### src/rtl/iterative_multiplier_if.sv
// Request/response bundle for the iterative multiplier.
// master drives operands and control; slave returns status and product.
interface iterative_multiplier_if #(
    parameter int unsigned WIDTH = 32
);
    logic             start;
    logic             accumulate;
    logic [WIDTH-1:0] op_a;
    logic [WIDTH-1:0] op_b;
    logic [WIDTH-1:0] acc_in;
    logic             flush;
    logic             busy;
    logic             done;
    logic [WIDTH-1:0] result;
    logic             flag_n;
    logic             flag_z;

    modport master (
        output start, accumulate, op_a, op_b, acc_in, flush,
        input  busy, done, result, flag_n, flag_z
    );

    modport slave (
        input  start, accumulate, op_a, op_b, acc_in, flush,
        output busy, done, result, flag_n, flag_z
    );
endinterface

### src/rtl/iterative_multiplier.sv
// Radix-2 shift-add MUL/MLA unit: one multiplier bit per RUN cycle, low WIDTH bits kept.
// Optional MUL_EARLY_TERM_EN: leave RUN as soon as the remaining multiplier bits are all zero.
module iterative_multiplier #(
    parameter int unsigned WIDTH = 32
) (
    input  logic                  clk,
    input  logic                  rst_n,
    iterative_multiplier_if.slave bus
);
    localparam int unsigned CNT_W = $clog2(WIDTH) + 1;

    typedef enum logic [1:0] {
        S_IDLE = 2'd0,
        S_RUN  = 2'd1,
        S_DONE = 2'd2
    } state_t;

    state_t           r_state;
    logic [WIDTH-1:0] r_mcand;
    logic [WIDTH-1:0] r_mplier;
    logic [WIDTH-1:0] r_acc;
    logic [CNT_W-1:0] r_count;
    logic             r_busy;
    logic             r_done;
    logic [WIDTH-1:0] r_result;
    logic             r_flag_n;
    logic             r_flag_z;

    logic [WIDTH-1:0] w_acc_next;
    logic [WIDTH-1:0] w_mplier_next;
    logic             w_last;
    logic             w_accept;

    assign w_acc_next    = r_mplier[0] ? (r_acc + r_mcand) : r_acc;
    assign w_mplier_next = r_mplier >> 1;

`ifdef MUL_EARLY_TERM_EN
    assign w_last = (r_count == CNT_W'(WIDTH - 1)) || (w_mplier_next == '0);
`else
    assign w_last = (r_count == CNT_W'(WIDTH - 1));
`endif

    // flush suppresses a new accept in the same cycle; start is ignored while running
    assign w_accept = bus.start && !bus.flush && (r_state != S_RUN);

    always_ff @(posedge clk or negedge rst_n) begin
        if (!rst_n) begin
            r_state  <= S_IDLE;
            r_mcand  <= '0;
            r_mplier <= '0;
            r_acc    <= '0;
            r_count  <= '0;
            r_busy   <= 1'b0;
            r_done   <= 1'b0;
            r_result <= '0;
            r_flag_n <= 1'b0;
            r_flag_z <= 1'b0;
        end else begin
            r_done <= 1'b0;
            case (r_state)
                S_IDLE, S_DONE: begin
                    if (w_accept) begin
                        r_mcand  <= bus.op_a;
                        r_mplier <= bus.op_b;
                        r_acc    <= bus.accumulate ? bus.acc_in : '0;
                        r_count  <= '0;
                        r_busy   <= 1'b1;
                        r_state  <= S_RUN;
                    end else begin
                        r_state <= S_IDLE;
                    end
                end
                S_RUN: begin
                    if (bus.flush) begin
                        r_busy  <= 1'b0;
                        r_state <= S_IDLE;
                    end else begin
                        r_acc    <= w_acc_next;
                        r_mcand  <= r_mcand << 1;
                        r_mplier <= w_mplier_next;
                        r_count  <= r_count + CNT_W'(1);
                        // product and flags are captured on the edge that leaves RUN
                        if (w_last) begin
                            r_busy   <= 1'b0;
                            r_done   <= 1'b1;
                            r_result <= w_acc_next;
                            r_flag_n <= w_acc_next[WIDTH-1];
                            r_flag_z <= (w_acc_next == '0);
                            r_state  <= S_DONE;
                        end
                    end
                end
                default: begin
                    r_busy  <= 1'b0;
                    r_state <= S_IDLE;
                end
            endcase
        end
    end

    assign bus.busy   = r_busy;
    assign bus.done   = r_done;
    assign bus.result = r_result;
    assign bus.flag_n = r_flag_n;
    assign bus.flag_z = r_flag_z;
endmodule
### src/flat_wrapper.sv
// flat-port wrapper written by rule: the top's interface ports become plain ports
module iterative_multiplier_flat 
#(
    parameter int unsigned WIDTH = 32
)
  (clk, rst_n, bus_start, bus_accumulate, bus_op_a, bus_op_b, bus_acc_in, bus_flush, bus_busy, bus_done, bus_result, bus_flag_n, bus_flag_z);
  iterative_multiplier_if #(.WIDTH(WIDTH)) bus_i ();
  input  logic clk;
  input  logic rst_n;
  input wire logic [$bits(bus_i.start)-1:0] bus_start;
  input wire logic [$bits(bus_i.accumulate)-1:0] bus_accumulate;
  input wire logic [$bits(bus_i.op_a)-1:0] bus_op_a;
  input wire logic [$bits(bus_i.op_b)-1:0] bus_op_b;
  input wire logic [$bits(bus_i.acc_in)-1:0] bus_acc_in;
  input wire logic [$bits(bus_i.flush)-1:0] bus_flush;
  output wire logic [$bits(bus_i.busy)-1:0] bus_busy;
  output wire logic [$bits(bus_i.done)-1:0] bus_done;
  output wire logic [$bits(bus_i.result)-1:0] bus_result;
  output wire logic [$bits(bus_i.flag_n)-1:0] bus_flag_n;
  output wire logic [$bits(bus_i.flag_z)-1:0] bus_flag_z;
  assign bus_i.start = bus_start;
  assign bus_i.accumulate = bus_accumulate;
  assign bus_i.op_a = bus_op_a;
  assign bus_i.op_b = bus_op_b;
  assign bus_i.acc_in = bus_acc_in;
  assign bus_i.flush = bus_flush;
  assign bus_busy = bus_i.busy;
  assign bus_done = bus_i.done;
  assign bus_result = bus_i.result;
  assign bus_flag_n = bus_i.flag_n;
  assign bus_flag_z = bus_i.flag_z;
  iterative_multiplier #(.WIDTH(WIDTH)) u_core (.clk(clk), .rst_n(rst_n), .bus(bus_i));
endmodule
### config.mk
export PLATFORM = sky130hd
export DESIGN_NAME = iterative_multiplier_flat
export DESIGN_NICKNAME = d
export VERILOG_FILES = /design/src/rtl/iterative_multiplier_if.sv /design/src/rtl/iterative_multiplier.sv /design/src/flat_wrapper.sv
export SDC_FILE = /design/constraint.sdc
export NUM_CORES = 1
export LEC_CHECK = 0
export CAP_MARGIN = 30
export CORE_UTILIZATION = 49
export DETAILED_ROUTE_END_ITERATION = 12
export PLACE_DENSITY_LB_ADDON = 0.05
export SYNTH_ARGS = -nofsm -noshare
export SYNTH_HDL_FRONTEND = slang
export SYNTH_SLANG_ARGS = --single-unit
### constraint.sdc
create_clock -name clk -period 4.03 [get_ports clk]
set_clock_uncertainty 0.1 [all_clocks]
set_input_delay 0.806 -clock clk [delete_from_list [all_inputs] [get_ports clk]]
set_output_delay 0.806 -clock clk [all_outputs]
set_load 0.01 [all_outputs]
# ---- Word-level counts from Yosys, hierarchy flattened
# Index checks and enable logic that the tools add are counted.
dict set report word_totals {
  inputBits 101
  wordCells 55
  output_inout_bits 36
  register_bits 140
}
dict set report op_classes {
  n_eq_ne 7
  n_addsub 2
  reduce_logical 10
  n_bitwise 1
  mux 25
}
# op n
set ops {}
lappend ops {{$mux 32} 8}
lappend ops {{$pmux 32 s2} 3}
lappend ops {{$add 32x32->32} 1}
lappend ops {{$logic_not 32->1} 1}
lappend ops {{$mux 6} 2}
lappend ops {{$pmux 6 s2} 1}
lappend ops {{$mux 1} 7}
lappend ops {{$add 6x1->6 const B} 1}
lappend ops {{$eq 6x5->1 const B} 1}
lappend ops {{$reduce_and 3->1} 2}
lappend ops {{$mux 2} 2}
lappend ops {{$ne 2x1->1 const B} 2}
lappend ops {{$pmux 2 s2} 1}
lappend ops {{$ne 3x2->1 const B} 1}
lappend ops {{$eq 2x1->1 const B} 1}
lappend ops {{$eq 2x2->1 const B} 1}
lappend ops {{$logic_and 1x1->1} 2}
lappend ops {{$logic_not 2->1} 1}
lappend ops {{$ne 2x2->1 const B} 1}
lappend ops {{$pmux 1 s2} 1}
lappend ops {{$reduce_and 2->1} 1}
lappend ops {{$reduce_bool 2->1} 1}
lappend ops {{$reduce_or 2->1} 1}
lappend ops {{$logic_not 1->1} 1}
lappend ops {{$not 1->1} 1}

# ---- Depth between registers and ports, before layout
dict set report depth {
  depth_word 5
  mapped_depth 12
  depth_no_buf 12
}

# ---- Least setup slack after synthesis
# OpenSTA, ideal clock, no wires.
dict set report synth_path {
  path_type {register to register}
  start {register u_core.r_acc[0]}
  end {register u_core.r_flag_z, in the netlist u_core.bus.flag_z}
  stages_incl_launch_ff 13
  setup_ns 0.066
  synth_period_minus_slack_ns 3.190
  required_ns 3.864
  arrival_time_ns 3.024
  slack_ns 0.840
  n_path_buf 0
  path_cell_list {dfrtp_1 > ha_1 > fa_1 > a211oi_1 > o21ai_0 > a311oi_1 > a21oi_1 > xnor2_1 > a21oi_1 > nor4_1 > nand3_1 > nor4_2 > a41o_1}
}
dict set report synth_between {
  elab_chain_len 3
}
# element line
set synth_rtl {}
lappend synth_rtl {{start: declaration} iterative_multiplier.sv:21} ;# logic [WIDTH-1:0] r_acc;
lappend synth_rtl {{start signal: assignment} iterative_multiplier.sv:65} ;# r_acc <= bus.accumulate ? bus.acc_in : '0;
lappend synth_rtl {{start signal: assignment} iterative_multiplier.sv:78} ;# r_acc <= w_acc_next;
lappend synth_rtl {{$add 32x32->32} iterative_multiplier.sv:34} ;# assign w_acc_next = r_mplier[0] ? (r_acc + r_mcand) : r_acc;
lappend synth_rtl {{$mux 32 *} iterative_multiplier.sv:34}
lappend synth_rtl {{$logic_not 32->1 *} iterative_multiplier.sv:88} ;# r_flag_z <= (w_acc_next == '0);
lappend synth_rtl {{end signal: assignment} iterative_multiplier.sv:88}
lappend synth_rtl {{end: declaration} iterative_multiplier.sv:27} ;# logic r_flag_z;
# Every way passes the cells marked *; elsewhere a longest branch is shown, timed or not.
# A chain may end at the register's enable or synchronous reset.

# ---- Final worst setup path
dict set report layout_path {
  start {register u_core.r_mcand[0]}
  end {register u_core.r_flag_z, in the netlist u_core.bus.flag_z}
}
dict set report layout_between {
  elab_chain_len 3
}
# element line
set layout_rtl {}
lappend layout_rtl {{start: declaration} iterative_multiplier.sv:19} ;# logic [WIDTH-1:0] r_mcand;
lappend layout_rtl {{start signal: assignment} iterative_multiplier.sv:63} ;# r_mcand <= bus.op_a;
lappend layout_rtl {{start signal: assignment} iterative_multiplier.sv:79} ;# r_mcand <= r_mcand << 1;
lappend layout_rtl {{$add 32x32->32} iterative_multiplier.sv:34}
lappend layout_rtl {{$mux 32} iterative_multiplier.sv:34}
lappend layout_rtl {{$logic_not 32->1} iterative_multiplier.sv:88}
# Every way passes these cells.

==> flow_summary.json <==
{
  "drc": 0,
  "first_global_vias": 7318,
  "power_density_nw_per_um2": 550,
  "clock_path_buffers": 2,
  "via_count": 7903,
  "ys_async_sr_fraction_pct": 100,
  "initial_core_util_pct": 50.2,
  "yosys-top-cells-area": "dfrtp_1 42%, nand2_1 11%, a31oi_1 7.2%, nor2_1 5.3%, ha_1 4.8%",
  "critPathBufInv": 0,
  "synth_fp_nets": 1166,
  "final_cells": 1370,
  "synth_cell_types": 63,
  "synth-seq-cells": 139,
  "totalPowerFinal_uw": 5730,
  "end_kind": "flop",
  "numCtsBuffers": 17,
  "drive_above_1_share_pct": 5.65,
  "ant_nets": 0,
  "clk_latency_ns": 0.43,
  "finalCritPeriodShare_pct": 90.7,
  "ys_seq_area_share_pct": 41.9,
  "path_clk_slew_ns": 0.06,
  "fp.dieArea_sq_um": 17400,
  "fin_setup_tns_ns": 0,
  "synth.top_cell.area_share_pct": 41.9,
  "tightest_slew_ns": 0.854,
  "grt_pass1_wl_um": 38800,
  "max-slew-margin-rel_pct": 43.0,
  "finalWirelength_um": 23400,
  "cts_resized": 0,
  "slowest_delay_ns": 0.45,
  "irDropWorstVdd_mv": 0.340,
  "nNetsFinal": 1271,
  "seq_area_sq_um": 3480,
  "io_buffers": 136,
  "die_w_um": 132,
  "cp.required_ns": 4.29,
  "num-fill-cells": 1510,
  "hold_buffers": 0,
  "first_iter_violations": 498,
  "cts-root-buf": "clkbuf_16",
  "synth_edf_count": 0,
  "post-synth-top-area-cell": "dfrtp_1",
  "slew_viol_final": 0,
  "die_h_um": 132,
  "ios": 137,
  "hold_violations": 0,
  "synth_area_sq_um": 8290,
  "arrival_ns": 3.91,
  "cp_common_cell": "a21oi_1",
  "crit_type": "flop to flop",
  "drt_first_pass_iters": 5,
  "multiInputGateArea_sq_um": 4510,
  "period_needed_ns": 3.66,
  "wl_per_cell_um": 17.1,
  "synthCells": 1032,
  "critPathLaunchType": "flop",
  "synthFlopType": "dfrtp_1",
  "crit_path_max_fanout": 4,
  "clock-sinks": 139,
  "yosysWarnings": 0,
  "hold_class": "primary input to async pin",
  "status": "finished, final reports clean",
  "rows": 47,
  "syn_to_final_growth_pct": 25.8,
  "post_cts_buffers": 0,
  "p_leak_uw": 0.00450,
  "track_usage_pct": 28.3,
  "cts_tree": "done",
  "setup_violations": 0,
  "grt_setup_unrepaired": "false",
  "overflow": 0,
  "grt_max_degree": 121,
  "max_freq_ghz": 0.274,
  "core_area_sq_um": 16500,
  "gp_congestion": 0.940,
  "dp_cells": 1338,
  "path_cells": "ha_1, fa_1, a211oi_1, o21ai_0, a311oi_1, a21oi_1, xnor2_1, a21oi_1, nor4_1, nand3_1, nor4_2, a41o_1",
  "cp_slowest_cell": "a211oi_1",
  "cts-htree-levels": 4,
  "dpl.hpwl_um": 17200,
  "cpLargestDelayFamily": "compound AO/OA/AOI/OAI gates",
  "n_antenna_cell": 0,
  "drv_cap": 0,
  "via_per_inst": 5.77,
  "avgSynthCellArea_sq_um": 8.04,
  "antenna_found_initial": 0
}
==> per-stage QoR <==
stage                     setup slack, ns  hold WS, ns  util, %  area (sq um)
after floorplan                     0.840        0.363        -          8290
after global placement              0.476        0.358     59.4          9820
after detailed placement            0.451        0.364     59.7          9870
after CTS                           0.414        0.251     63.1         10400
after global routing                0.160        0.279     63.1         10400
final                               0.375        0.234     63.1         10400
==> cell usage in the layout, fill, tap and decap left out, drive strengths merged, types with 6 or more instances in the layout <==
cell and n:
o211ai 13, o21a 9, nand3 29, clkinv 6
clkdlybuf4s50 135, nor3 11, dfrtp 139, a31oi 95
nand2 233, mux2i 18, nor2 116, nand4 13
a21oi 52, a211oi 6, ha 32, o21ai 72
clkbuf 19, xnor2 17, buf 21, and3 10
inv 18, a21o 8
==> power breakdown <==
part	switching (uW)	leakage (uW)	total, uW	internal (uW)
Combinational	1450	0.00259	2410	960
Clock	625	0.000266	1490	866
Sequential	215	0.00164	1830	1610
==> per-layer routing <==
metal	part of all wire, %	track usage [%]
met5	0	0
met1	49	42.7
met4	1.4	7.88
met2	42	40.8
met3	7.5	5.96
==> path summary, 6_finish.rpt <==
kind	start	endpoint	slack, ns	depth (start not counted)
worst min-delay path	rst_n	u_core.bus.result[3]	0.23	1
worst max register to register	u_core.r_mcand[0]	u_core.bus.flag_z	0.37	12
max in group asynchronous	rst_n	u_core.r_mplier[17]	2.64	3
worst min register to register	u_core.bus.result[13]	u_core.bus.result[13]	0.37	2
worst max-delay path	u_core.r_mcand[0]	u_core.bus.flag_z	0.37	12
min in group clk	u_core.bus.result[13]	u_core.bus.result[13]	0.37	2
==> worst register-to-register path: stages, from the launching register on <==
cell,delay (ns)
dfrtp_1,0.42
ha_1,0.24
fa_1,0.44
a211oi_1,0.45
o21ai_0,0.26
a311oi_1,0.38
a21oi_1,0.14
xnor2_1,0.15
a21oi_1,0.12
nor4_1,0.28
nand3_1,0.13
nor4_2,0.28
a41o_1,0.20
==> cells by family (layout without fill, tap and decap cells) <==
kind of cell / Yosys count / in the layout / synth area share [%]
flip-flops: 139 / 139 / 41.9
adder cells (fa/ha/maj): 33 / 33 / 5.07
AO/OA/AOI/OAI: 286 / 286 / 21.4
AND/OR/NAND/NOR: 446 / 446 / 22.8
XOR/XNOR: 21 / 21 / 2.22
multiplexers: 21 / 21 / 2.58
buffers and inverters: 86 / 204 / 3.98
==> cells in the mapped netlist, drive strengths merged (3+ instances only) <==
cell type	number
or3	4
buf	10
nor4	5
a31oi	95
a21o	8
nand4	13
inv	16
o21a	9
nor2b	5
and2	5
xnor2	17
o211ai	13
a21oi	52
nor3	11
nand3	29
ha	32
nand2	233
nand2b	5
dfrtp	139
a311oi	3
mux2	3
clkbuf	60
a211oi	6
o31ai	4
nor2	116
mux2i	18
xor2	4
and3	10
o21ai	72
==> cell type report <==
class	instances	area share, %
repair buffers	156	14.9
clock inverters	13	1.14
inverters	16	0.576
well taps	220	2.64
multi-input cells	807	43.2
flip-flops and latches	139	33.3
clock buffers	19	4.25
==> sequential cells by signal, summed over array words and instances, names as in the netlist <==
signal	flops
u_core.r_mcand	32
u_core.bus.result	31
u_core.bus.busy	1
u_core.bus.flag_z	1
u_core.r_state	2
u_core.r_mplier	32
u_core.bus.done	1
u_core.bus.flag_n	1
u_core.r_acc	32
u_core.r_count	6
Note: power is estimated with default switching activity, not from simulation.
